`config.mk`:
```
export PLATFORM = sky130hd
export DESIGN_NAME = fpu_op_issuer
export DESIGN_NICKNAME = d
export VERILOG_FILES = /design/src/rtl/fpu_op_issuer_pkg.sv /design/src/rtl/fpu_op_fifo.sv /design/src/rtl/fpu_op_issuer.sv
export SDC_FILE = /design/constraint.sdc
export NUM_CORES = 1
export LEC_CHECK = 0
export CAP_MARGIN = 40
export CORE_MARGIN = 5
export CORE_UTILIZATION = 45
export CTS_CLUSTER_SIZE = 30
export DETAILED_ROUTE_END_ITERATION = 12
export GPL_TIMING_DRIVEN = 0
export PLACE_DENSITY_LB_ADDON = 0.3
export SLEW_MARGIN = 10
export SYNTH_ARGS = -nofsm -noshare
export SYNTH_HDL_FRONTEND = slang
export SYNTH_SLANG_ARGS = --single-unit
```
`constraint.sdc`:
```
create_clock -name clock -period 2.5 [get_ports clock]
set_input_delay 0.25 -clock clock [delete_from_list [all_inputs] [get_ports clock]]
set_output_delay 0.25 -clock clock [all_outputs]
set_load 0.1 [all_outputs]
```
`src/rtl/fpu_op_issuer_pkg.sv`:
```
// ============================================================================
// Module : fpu_op_issuer_pkg
// Brief  : Shared FP formats, condition/status records and issuer FSM states.
// Rev    : 1.0 - initial release
// ============================================================================
`default_nettype none

package fpu_op_issuer_pkg;

    typedef logic [15:0] fp16_t;

    typedef struct packed {
        logic lt;
        logic eq;
        logic gt;
        logic unordered;
    } condCode_t;

    typedef struct packed {
        logic invalid;
        logic div_by_zero;
        logic overflow;
        logic underflow;
        logic inexact;
    } opStatusFlag_t;

    typedef enum logic [2:0] {
        IDLE   = 3'd0,
        CLR    = 3'd1,
        LAUNCH = 3'd2,
        WAIT   = 3'd3,
        HOLD   = 3'd4
    } issuerState_t;

endpackage

`default_nettype wire

```
`src/rtl/fpu_op_fifo.sv`:
```
// ============================================================================
// Module : fpu_op_fifo
// Brief  : Synchronous FIFO of operand pairs with show-ahead head output.
// Rev    : 1.0 - initial release
// ============================================================================
`default_nettype none

module fpu_op_fifo
    import fpu_op_issuer_pkg::*;
#(
    parameter type FP_T  = fp16_t,
    parameter int  DEPTH = 4
) (
    input  logic                       clock,
    input  logic                       reset,
    input  logic                       push,
    input  logic                       pop,
    input  FP_T                        push_in1,
    input  FP_T                        push_in2,
    output FP_T                        head_in1,
    output FP_T                        head_in2,
    output logic                       full,
    output logic                       empty,
    output logic [$clog2(DEPTH+1)-1:0] count
);

    localparam int PTR_W = $clog2(DEPTH);
    localparam int CNT_W = $clog2(DEPTH+1);

    FP_T              r_mem1 [DEPTH];
    FP_T              r_mem2 [DEPTH];
    logic [PTR_W-1:0] r_wr_ptr;
    logic [PTR_W-1:0] r_rd_ptr;
    logic [CNT_W-1:0] r_count;
    logic             w_push;
    logic             w_pop;

    assign full   = (r_count == CNT_W'(DEPTH));
    assign empty  = (r_count == '0);
    assign count  = r_count;
    assign w_push = push && !full;
    assign w_pop  = pop && !empty;

    assign head_in1 = r_mem1[r_rd_ptr];
    assign head_in2 = r_mem2[r_rd_ptr];

    always_ff @(posedge clock) begin
        if (w_push) begin
            r_mem1[r_wr_ptr] <= push_in1;
            r_mem2[r_wr_ptr] <= push_in2;
        end
    end

    // Pointers wrap naturally because DEPTH is a power of two.
    always_ff @(posedge clock) begin
        if (reset) begin
            r_wr_ptr <= '0;
            r_rd_ptr <= '0;
            r_count  <= '0;
        end else begin
            if (w_push) r_wr_ptr <= r_wr_ptr + PTR_W'(1);
            if (w_pop)  r_rd_ptr <= r_rd_ptr + PTR_W'(1);
            case ({w_push, w_pop})
                2'b10:   r_count <= r_count + CNT_W'(1);
                2'b01:   r_count <= r_count - CNT_W'(1);
                default: r_count <= r_count;
            endcase
        end
    end

endmodule

`default_nettype wire

```
`src/rtl/fpu_op_issuer.sv`:
```
// ============================================================================
// Module : fpu_op_issuer
// Brief  : Queues operand pairs and drives one multi-cycle FPU op at a time.
// Rev    : 1.0 - initial release
// ============================================================================
`default_nettype none

module fpu_op_issuer
    import fpu_op_issuer_pkg::*;
#(
    parameter type FP_T    = fp16_t,
    parameter int  DEPTH   = 4,
    parameter int  TIMEOUT = 64
) (
    input  logic          clock,
    input  logic          reset,
    input  logic          opValid,
    output logic          opReady,
    input  FP_T           opIn1,
    input  FP_T           opIn2,
    output logic          unitReset,
    output logic          unitStart,
    output FP_T           unitIn1,
    output FP_T           unitIn2,
    input  FP_T           unitOut,
    input  logic          unitDone,
    input  condCode_t     unitCondCodes,
    input  opStatusFlag_t unitStatus,
    output logic          resValid,
    input  logic          resReady,
    output FP_T           resOut,
    output condCode_t     resCondCodes,
    output opStatusFlag_t resStatus,
    output logic          resTimeout,
    output logic          busy
);

    localparam int CNT_W = $clog2(DEPTH+1);
    localparam int WD_W  = $clog2(TIMEOUT+1);

    issuerState_t     r_state;
    issuerState_t     w_next;
    FP_T              r_in1;
    FP_T              r_in2;
    FP_T              r_res;
    condCode_t        r_codes;
    opStatusFlag_t    r_status;
    logic             r_timeout;
    logic [WD_W-1:0]  r_wdog;
    logic             w_wdog_expired;

    FP_T              w_head1;
    FP_T              w_head2;
    logic             w_full;
    logic             w_empty;
    logic [CNT_W-1:0] w_count;
    logic             w_push;
    logic             w_pop;

    assign w_push         = opValid && opReady;
    assign w_pop          = (r_state == CLR);
    assign w_wdog_expired = (r_wdog == WD_W'(TIMEOUT-1));

    fpu_op_fifo #(
        .FP_T  (FP_T),
        .DEPTH (DEPTH)
    ) u_fifo (
        .clock    (clock),
        .reset    (reset),
        .push     (w_push),
        .pop      (w_pop),
        .push_in1 (opIn1),
        .push_in2 (opIn2),
        .head_in1 (w_head1),
        .head_in2 (w_head2),
        .full     (w_full),
        .empty    (w_empty),
        .count    (w_count)
    );

    always_ff @(posedge clock) begin
        if (reset) r_state <= IDLE;
        else       r_state <= w_next;
    end

    always_comb begin
        w_next = r_state;
        case (r_state)
            IDLE:    if (!w_empty) w_next = CLR;
            CLR:     w_next = LAUNCH;
            LAUNCH:  w_next = WAIT;
            WAIT:    if (unitDone || w_wdog_expired) w_next = HOLD;
            HOLD:    if (resReady) w_next = w_empty ? IDLE : CLR;
            default: w_next = IDLE;
        endcase
    end

    // Done arriving during LAUNCH is not looked at: only WAIT captures.
    always_ff @(posedge clock) begin
        if (reset) begin
            r_in1     <= '0;
            r_in2     <= '0;
            r_wdog    <= '0;
            r_res     <= '0;
            r_codes   <= '0;
            r_status  <= '0;
            r_timeout <= 1'b0;
        end else begin
            case (r_state)
                CLR: begin
                    r_in1  <= w_head1;
                    r_in2  <= w_head2;
                    r_wdog <= '0;
                end
                WAIT: begin
                    r_wdog <= r_wdog + WD_W'(1);
                    if (unitDone) begin
                        r_res     <= unitOut;
                        r_codes   <= unitCondCodes;
                        r_status  <= unitStatus;
                        r_timeout <= 1'b0;
                    end else if (w_wdog_expired) begin
                        r_res     <= '0;
                        r_codes   <= '0;
                        r_status  <= '0;
                        r_timeout <= 1'b1;
                    end
                end
                default: ;
            endcase
        end
    end

    // Outputs are forced quiet while reset is held, not just after the edge.
    always_comb begin
        opReady      = 1'b0;
        unitReset    = 1'b1;
        unitStart    = 1'b0;
        unitIn1      = '0;
        unitIn2      = '0;
        resValid     = 1'b0;
        resOut       = '0;
        resCondCodes = '0;
        resStatus    = '0;
        resTimeout   = 1'b0;
        busy         = 1'b0;
        if (!reset) begin
            opReady      = !w_full;
            unitReset    = (r_state == CLR);
            unitStart    = (r_state == LAUNCH);
            unitIn1      = r_in1;
            unitIn2      = r_in2;
            resValid     = (r_state == HOLD);
            resOut       = r_res;
            resCondCodes = r_codes;
            resStatus    = r_status;
            resTimeout   = r_timeout;
            busy         = (r_state != IDLE) || (w_count != '0);
        end
    end

endmodule

`default_nettype wire

```
==> results of run 1 <==
==> metal layers <==
metal | wire length [um] | share of wire, % | vias up
met1 | 7549 | 41 | 2686
met5 | 13 | 0.070 | -
met3 | 1247 | 6.7 | 33
met4 | 424 | 2.3 | 2
li1 | - | - | 2676
met2 | 9397 | 50 | 194
==> layout by cell type (no fill, tap or decap), types with 29 or more instances in the layout <==
cell type / synthesis / final
edfxtp_1: 128 / 128
clkdlybuf4s50_1: 0 / 121
nand2_1: 94 / 94
dfxtp_1: 75 / 73
buf_8: 0 / 53
a21oi_1: 39 / 39
nor2b_1: 33 / 33
mux4_2: 32 / 32
inv_1: 31 / 31
nand2b_1: 30 / 29
==> cells by family (layout without fill, tap and decap cells) <==
group	after synthesis	count (layout)	synth area share, %
mux	36	36	9.342
fa+ha+maj	7	7	1.166
compound gates	80	80	6.090
simple gates	224	224	13.73
buf+inv	73	303	3.712
flops	203	203	65.53
xor+xnor	4	4	0.4296
==> stage by stage <==
step	total power (W)	hold WS (ns)	util [%]
6_report	0.009670	0.3560	65.08
5_1_grt	0.01008	0.3626	65.08
4_1_cts	0.009758	0.3394	65.08
3_5_place_dp	0.006440	0.4438	60.61
3_3_place_gp	0.006031	0.4382	54.18
2_1_floorplan	0.005500	0.3489	-
==> cell usage after synthesis (4+ instances only) <==
master | number | share of area (%)
nor2_1 | 14 | 0.64
nand2b_1 | 30 | 2.3
nand3_1 | 28 | 1.7
o21ai_0 | 5 | 0.31
ha_1 | 6 | 0.92
mux4_2 | 32 | 8.8
edfxtp_1 | 128 | 47
nand2_1 | 94 | 4.3
dfxtp_1 | 75 | 18
o211ai_1 | 26 | 2.4
a21oi_1 | 39 | 2.4
or3_1 | 5 | 0.38
buf_2 | 14 | 0.86
and2_1 | 4 | 0.31
inv_1 | 31 | 1.4
clkbuf_1 | 23 | 1.1
nor2b_1 | 33 | 2.5
==> critical path, stage by stage (launching register included) <==
cell,delay (ns)
dfxtp_1,0.37
or3_4,0.44
nor2_1,0.11
a21oi_1,0.10
clkdlybuf4s50_1,0.47
buf_8,0.18
==> power by group through the flow <==
stage | combinational (W) | clock [W] | sequential [W]
6_report | 0.00245 | 0.00328 | 0.00394
5_1_grt | 0.00262 | 0.00350 | 0.00397
2_1_floorplan | 0.00152 | 0 | 0.00398
3_5_place_dp | 0.00243 | 0 | 0.00401
4_1_cts | 0.00247 | 0.00335 | 0.00394
3_3_place_gp | 0.00204 | 0 | 0.00399
==> layout make-up <==
| cell class | instances | share of cell area, % |
|---|---|---|
| buffer | 42 | 1.804 |
| clock buffer | 27 | 5.144 |
| clock inverter | 13 | 1.396 |
| inverter | 31 | 0.9988 |
| multi-input combinational | 351 | 21.88 |
| sequential | 203 | 45.90 |
| tap | 229 | 2.459 |
| timing repair buffer | 190 | 20.42 |
==> path summary, 6_finish.rpt <==
path                           to  slack [ns]  depth (start not counted)
setup reg to reg  u_fifo.count[2]        0.22                          8
hold / removal          r_res[15]        0.36                          3
setup / recovery             busy        0.07                          5
hold reg to reg          r_in2[1]        0.45                          2
==> repair_timing <==
action	4_1_cts	5_1_grt
pin swaps	0	1
endpoints found under the hold margin	0	0
setup buffers	0	1
hold buffers	0	0
endpoints found under the setup margin	32	5
gates resized for setup	16	6
==> registers in the layout, summed over array words and instances, names as in the netlist <==
signal	count
u_fifo.r_wr_ptr	2
u_fifo.count	3
r_res	16
r_codes	4
r_in2	16
r_wdog	7
r_timeout	1
u_fifo.r_mem2	64
u_fifo.r_rd_ptr	2
r_status	5
r_state	3
u_fifo.r_mem1	64
r_in1	16
==> flow_summary.toml, run 1 <==
[routing]
wire_per_inst_um = 17.16
vias = 5591
wl_um = 18630
drtPass1Iterations = 4
vias_per_cell = 5.148
drtIter0Drc = 270
drcViolationCount = 0
ant_nets = 0

[clock_tree]
clock_sinks = 203
clk_pin_slew_ns = 0.06
cts_buffers = 22
clkLatencyLatePin_ns = 0.51
cts_tree = "done"
cts_root_buf = "clkbuf_16"
h-tree-depth = 1
clockBufferDepth = 3

[final_layout]
instances_no_fill = 1086
diodes = 0
fillers = 1251
multiInputGateArea_um2 = 2549
seq_area_um2 = 5348
final_area_um2 = 11650
syn2layout_area_growth_pct = 42.83
nets = 910
layout-drive-gt1-share_pct = 19.95

[synth]
ys_ff_latch = 203
ys_seq_area_share_pct = 65.53
synth_cell_type_count = 41
synth_area_per_cell_um2 = 13.01
async_flop_share_pct = 0
ys_warn_count = 0
synthFlopType = "edfxtp_1"
syn-instance-count = 627
synth_nets = 696
synth_area_um2 = 8157
synth_edf_count = 128

[job]
cap_violations = 0

[place]
hpwlAfterDp_um = 13040
io_buffers = 124
dp_cells = 1047
gp_congestion = 0.8284
place_area_um2 = 10850
preCtsSetupSlack_ns = -0.5508

[floorplan]
die_x_um = 144.6
die-area_um2 = 20920
start_util_pct = 45.56
core_area_um2 = 17900
die_height_um = 144.6
ios = 125
num_rows = 49

[global_route]
track_usage_pct = 17.97
busiest_layer = "met2"
grt_pass1_wl_um = 29620
antenna_found_initial = 1
grtUsageMet1_pct = 22.63
grtUsageMet2_pct = 31.89
grt_use_met3_pct = 3.241
grt_max_degree = 28
grt_pass1_vias = 5890
grt-ovfl-total = 0

[timing]
tns_ns = 0
setup_violations = 0
finalCritPeriodShare_pct = 97.15
slew_viol_final = 0
rsz0062_at_grt = "false"
hold_violations = 0
fmax_mhz = 411.7
tightest_slew_ns = 0.6487
fin_crit_ns = 2.429
setup_ws_ns = 0.07133
fin_skew_ns = 0.02344
slew_headroom_pct = 56.75

[critical_path]
arrival_ns = 2.18
crit_fanout = 5
crit_required_ns = 2.25
end_kind = "output port"
worstSetupStartpointType = "flip-flop"
reg2reg_from = "u_fifo.count[0]"
crit_type = "reg2out"
critPathLaunch = "u_fifo.count[0]"

[pwr]
power_density_nw_per_um2 = 830.0
switching_power_w = 0.002859
combPwrFrac_pct = 25.3
internal_power_w = 0.006811
power_frac_seq_pct = 40.7
switching_share_pct = 29.57
ir_drop_v = 0.0006192
p_leak_nw = 4.214
clock_power_share_pct = 34.0

[min_path]
min_path_type = "in2reg"
hp-start = "unitOut[15]"

[status]
status = "finished, final reports clean"
No activity file was read; power rests on OpenSTA's default activity.
==> run 2: changes to the inputs <==
Settings changed: GPL_TIMING_DRIVEN 0 to unset.
==> run 2 against run 1 <==
Hold slack lost 0.11 ns. Non-clock buffer count fell by 84. Core utilization fell by 6.9 points. Largest cell class unchanged. Global-route usage decreased by 1.9 points. Combinational power fell by 16%.
==> flow_summary.toml, run 2 (synthesized netlist as in run 1, its figures left out) <==
[status]
status = "finished, final reports clean"

[clock_tree]
cts.hold.buffers_added = 0
clkLatencyLatePin_ns = 0.49
clock_sinks = 203
cts_setup_buffers = 0
cts_root_buf = "clkbuf_16"
h-tree-depth = 1
clk_pin_slew_ns = 0.06
cts_tree = "done"
cts_resized = 0
clockBufferDepth = 3
cts_buffers = 22

[critical_path]
end_kind = "output port"
crit_type = "reg2out"
worstSetupStartpointType = "flip-flop"
crit_required_ns = 2.25
reg2reg_slack_ns = 0.30
crit_fanout = 35
arrival_ns = 1.98

[final_layout]
post-route-util_pct = 58.16
nets = 826
reg_top3 = "u_fifo.r_mem1: 64 flops, u_fifo.r_mem2: 64 flops"
layout_common_cells = "128 x edfxtp_1, 94 x nand2_1, 85 x buf_4"
final_common_cell = "edfxtp_1"
instances_no_fill = 1002
layout-drive-gt1-share_pct = 21.37
syn2layout_area_growth_pct = 27.64
final_area_um2 = 10410

[pwr]
power_frac_seq_pct = 41.1
power_density_nw_per_um2 = 920.2
combPwrFrac_pct = 21.4
switching_share_pct = 28.76
ir_drop_v = 0.0005679
internal_power_w = 0.006824
clock_power_share_pct = 37.5
p_leak_nw = 3.828
switching_power_w = 0.002756

[routing]
vias = 5219
drtPass1Iterations = 6
wl_um = 17060
vias_per_cell = 5.209
drcViolationCount = 0
drtIter0Drc = 290
ant_nets = 0
wire_per_inst_um = 17.02

[floorplan]
ios = 125
die_x_um = 144.6
die-area_um2 = 20920
core_area_um2 = 17900
num_rows = 49
die_height_um = 144.6
start_util_pct = 45.56

[timing]
setup_violations = 0
timing.hold.ws_ns = 0.2415
slew_headroom_pct = 58.47
fin_skew_ns = 0.006132
setup_ws_ns = 0.2703
slew_viol_final = 0
fmax_mhz = 448.5
tightest_slew_ns = 0.6229
fin_crit_ns = 2.230
rsz0062_at_grt = "false"
finalCritPeriodShare_pct = 89.19
hold_violations = 0

[job]
cap_violations = 0

[place]
preCtsSetupSlack_ns = 0.1055
hpwlAfterDp_um = 11280
io_buffers = 124
place_area_um2 = 9584
dp_cells = 962
gp_congestion = 0.7838

[global_route]
grt_pass1_wl_um = 26770
antenna_found_initial = 1
grt_max_degree = 114
track_usage_pct = 16.11
grt-ovfl-total = 0
grt_pass1_vias = 5292

[min_path]
min_path_type = "in2reg"
[run 2: through the flow]
step,total power [W],TNS (ns)
after CTS,0.009695,0
after global placement,0.006023,0
final,0.009580,0
after detailed placement,0.006077,0
after global routing,0.01000,0
after floorplan,0.005500,-0.01687
[run 2: cell type report]
class | instances | area [um^2]
multi-input cells | 351 | 2535
well taps | 229 | 286.5
fillers | 1394 | 7491
repair buffers | 148 | 1299
clock buffers | 26 | 565.5
diodes | 1 | 2.502
inverters | 31 | 116.4
flip-flops and latches | 203 | 5348
clock inverters | 13 | 259.0
[run 2: path summary, 6_finish.rpt]
| kind | startpoint | to | cells after the start |
|---|---|---|---|
| hold reg to reg | r_in1[9] | r_in1[9] | 2 |
| setup reg to reg | u_fifo.count[0] | u_fifo.count[2] | 8 |
| setup / recovery | r_state[1] | unitReset | 4 |
| hold / removal | reset | u_fifo.r_wr_ptr[0] | 4 |
[run 2: worst max-delay path: stages (launching register included)]
cell and delay (ns):
dfxtp_1 0.30, or3b_1 0.41, buf_4 0.29, nand2b_1 0.27, buf_12 0.21
[run 2: power by group through the flow]
stage / clock, W / combinational (W) / sequential, W
2_1_floorplan: 0 / 0.00152 / 0.00398
3_3_place_gp: 0 / 0.00203 / 0.00399
3_5_place_dp: 0 / 0.00207 / 0.00401
4_1_cts: 0.00368 / 0.00208 / 0.00394
5_1_grt: 0.00382 / 0.00222 / 0.00397
6_report: 0.00359 / 0.00205 / 0.00394
[run 2: layer usage]
| metal | track usage (%) | vias to the layer above | wire length (um) |
|---|---|---|---|
| li1 | - | 2516 | - |
| met4 | 4.958 | 0 | 311 |
| met3 | 2.679 | 25 | 1022 |
| met1 | 21.23 | 2529 | 7386 |
| met2 | 27.51 | 149 | 8334 |
| met5 | 0 | - | 0 |
==> run 3: changes to the inputs <==
Settings changed: GPL_ROUTABILITY_DRIVEN set to 0.
==> results of run 3 <==
The final DEF is identical to that of run 2; final timing and power are the same.
==> variant: new RTL, settings of run 2 <==
Register the output `resTimeout`, without a reset; this adds one clock of latency there. The other outputs are not delayed to match.
--- a/src/rtl/fpu_op_issuer.sv
+++ b/src/rtl/fpu_op_issuer.sv
@@ -37,6 +37,8 @@
 
     localparam int CNT_W = $clog2(DEPTH+1);
     localparam int WD_W  = $clog2(TIMEOUT+1);
+
+    logic resTimeout_d;
 
     issuerState_t     r_state;
     issuerState_t     w_next;
@@ -142,7 +144,7 @@
         resOut       = '0;
         resCondCodes = '0;
         resStatus    = '0;
-        resTimeout   = 1'b0;
+        resTimeout_d = 1'b0;
         busy         = 1'b0;
         if (!reset) begin
             opReady      = !w_full;
@@ -154,9 +156,13 @@
             resOut       = r_res;
             resCondCodes = r_codes;
             resStatus    = r_status;
-            resTimeout   = r_timeout;
+            resTimeout_d = r_timeout;
             busy         = (r_state != IDLE) || (w_count != '0);
         end
+    end
+
+    always_ff @(posedge clock) begin
+        resTimeout <= resTimeout_d;
     end
 
 endmodule
Behaviour: no difference found for any inputs over 4 cycles, from zero or initial values and one cycle with reset high; that may be too few to reach the edited logic, so the function may still have changed.
==> variant against run 2 <==
Fmax is 1.0% higher; final area is 1.1% higher; power is 3.0% lower; utilization is 2.3 points higher; synthesized cell count is 4.3% lower; sequential cell count is 1 higher; area after synthesis is 1.5% lower; setup slack better by 0.022 ns; count of clock-buffer cells in the layout is 5 higher; die area is 1.4% lower; non-clock buffer count is 3 lower; wire length is 1.3% higher; clock skew is 0.0049 ns higher; critical endpoint is now u_fifo.count[2]$_SDFFE_PP0P_; largest power group unchanged; highest routed layer unchanged.
==> variant: results (changes against run 2) <==
metric,value,unit,change
grt_pass1_wl,27640,µm,was 26770 µm
n_antenna_cell,0,,was 1
r2r_cells,8,,unchanged
synthTopCellsByCount,"edfxtp_1, nand2_1, dfxtp_1, a21oi_1",,"was edfxtp_1, nand2_1, dfxtp_1, a21oi_1, nor2b_1"
clkTransAtPathRegs,0.06,ns,about the same
top_regs,"u_fifo.r_mem1: 64 flops, u_fifo.r_mem2: 64 flops",,unchanged
grt_pass1_vias,5283,,was 5292
n_fill_cell,1335,,was 1394
syn_avg_cell_area,13.39,µm²,was 13.01 µm²
r2r_setup_slack,0.29,ns,
hold_path_depth,4,,unchanged
cts_root_buf,clkbuf_16,,unchanged
dp_hpwl,11140,µm,was 11280 µm
synth_edf_count,128,,unchanged
fin_crit_sh,88.29,%,was 89.19%
finalHoldViolCount,0,,unchanged
postCtsSetupBuffers,0,,unchanged
worstReg2RegEnd,u_fifo.count[2]$_SDFFE_PP0P_,,unchanged
synth_fp_nets,669,,was 696
reg2reg_from,u_fifo.count[0]$_SDFFE_PP0P_,,unchanged
post_cts_resized,0,,unchanged
cts-htree-levels,1,,unchanged
via_per_inst,5.358,,was 5.209
clk_latency,0.49,ns,about the same
status,"complete, no violations",,unchanged
worst_pin_slew,0.6319,ns,was 0.6229 ns
track_usage,16.73,%,was 16.11%
arrival,2.63,ns,was 1.98 ns
leakage,3.805,nW,was 3.828 nW
wl,17280,µm,was 17060 µm
holdPathEnd,u_fifo.r_wr_ptr[0]$_SDFFE_PP0P_,,unchanged
clk_path_buf_depth,3,,unchanged
place_inst,931,,was 962
async_flop_share,0,%,unchanged
peakVddDrop,0.5520,mV,was 0.5679 mV
grt_antenna_before_repair,0,,was 1
gp_congestion,0.7899,,was 0.7838
cts_inserted_buffers,22,,unchanged
wl_per_cell,17.79,µm,was 17.02 µm
hp-start,reset,,unchanged
maxSlewViolCount,0,,unchanged
numPortBuffers,124,,unchanged
ys_seq_area_share,66.79,%,was 65.53%
drtIter0Drc,342,,was 290
yosys-top-cells-area,"edfxtp_1, dfxtp_1, mux4_2",,unchanged
finClkSkew,0.01101,ns,was 0.006132 ns
grt_max_degree,88,,was 114
synth_cell_types,46,,was 41
antenna_left,0,,unchanged
dp_slack,0.1549,ns,was 0.1055 ns
drive_above_1_share,21.18,%,was 21.37%
cp_max_fo,5,,was 35
firstDrtPassIters,4,,was 6
hp-class,input port to register,,unchanged
final_nets,799,,was 826
ys_warn_count,0,,unchanged
variant: worst max path at each step:
stage | start | endpoint | cells after the start
final | u_fifo.count[0]$_SDFFE_PP0P_ | u_fifo.count[2]$_SDFFE_PP0P_ | 8
after global routing | u_fifo.count[0]$_SDFFE_PP0P_ | u_fifo.count[2]$_SDFFE_PP0P_ | 8
after CTS | u_fifo.count[0]$_SDFFE_PP0P_ | u_fifo.count[2]$_SDFFE_PP0P_ | 8
after detailed placement | opValid | u_fifo.count[2]$_SDFFE_PP0P_ | 8
after global placement | opValid | u_fifo.count[2]$_SDFFE_PP0P_ | 8
after floorplan | r_state[2]$_SDFFE_PP0P_ | busy | 3
variant: cells by family (layout without fill, tap and decap cells):
group | count (synthesis) | after routing | synth area share [%]
flops | 204 | 204 | 66.79
mux | 36 | 36 | 9.486
xor+xnor | 3 | 3 | 0.3272
compound gates | 106 | 106 | 8.100
buf+inv | 70 | 216 | 3.551
fa+ha+maj | 7 | 7 | 1.184
simple gates | 174 | 174 | 10.56
variant: stage by stage:
stage / util, % / cell area, µm² / power [W] / hold slack, ns
floorplan: - / 8048 / 0.005473 / 0.3489
global placement: 56.19 / 9786 / 0.006053 / 0.4331
detailed placement: 56.19 / 9786 / 0.006111 / 0.4308
CTS: 60.43 / 10530 / 0.009398 / 0.2640
global route: 60.43 / 10530 / 0.009705 / 0.2796
finish: 60.43 / 10530 / 0.009291 / 0.2753
variant: cell type report:
| type | count | area share [%] |
|---|---|---|
| clock inverters | 9 | 1.177 |
| multi-input cells | 326 | 22.88 |
| repair buffers | 145 | 15.31 |
| flip-flops and latches | 204 | 51.00 |
| well taps | 225 | 2.675 |
| clock buffers | 31 | 5.849 |
| inverters | 31 | 1.106 |
variant: per-layer routing:
metal	part of all wire, %	global-route usage (%)
met1	43	22.73
met2	49	28.30
met3	6.4	3.195
met4	1.2	3.568
met5	0	0
variant: report_power, final:
part | internal, W | switching (W) | leakage [nW] | total, W
logic | 0.000675 | 0.00138 | 1.67 | 0.00205
registers | 0.00384 | 0.000134 | 1.78 | 0.00397
clock network | 0.00203 | 0.00123 | 0.357 | 0.00326
total | 0.00654 | 0.00275 | 3.80 | 0.00929
variant: worst max-delay path: stages (launching register included):
cell and delay [ns]:
dfxtp_1 0.42, nor3b_1 0.10, nor3b_1 0.29, inv_1 0.09
ha_1 0.23, fa_1 0.38, xnor2_1 0.15, or3_1 0.32
a21oi_1 0.15
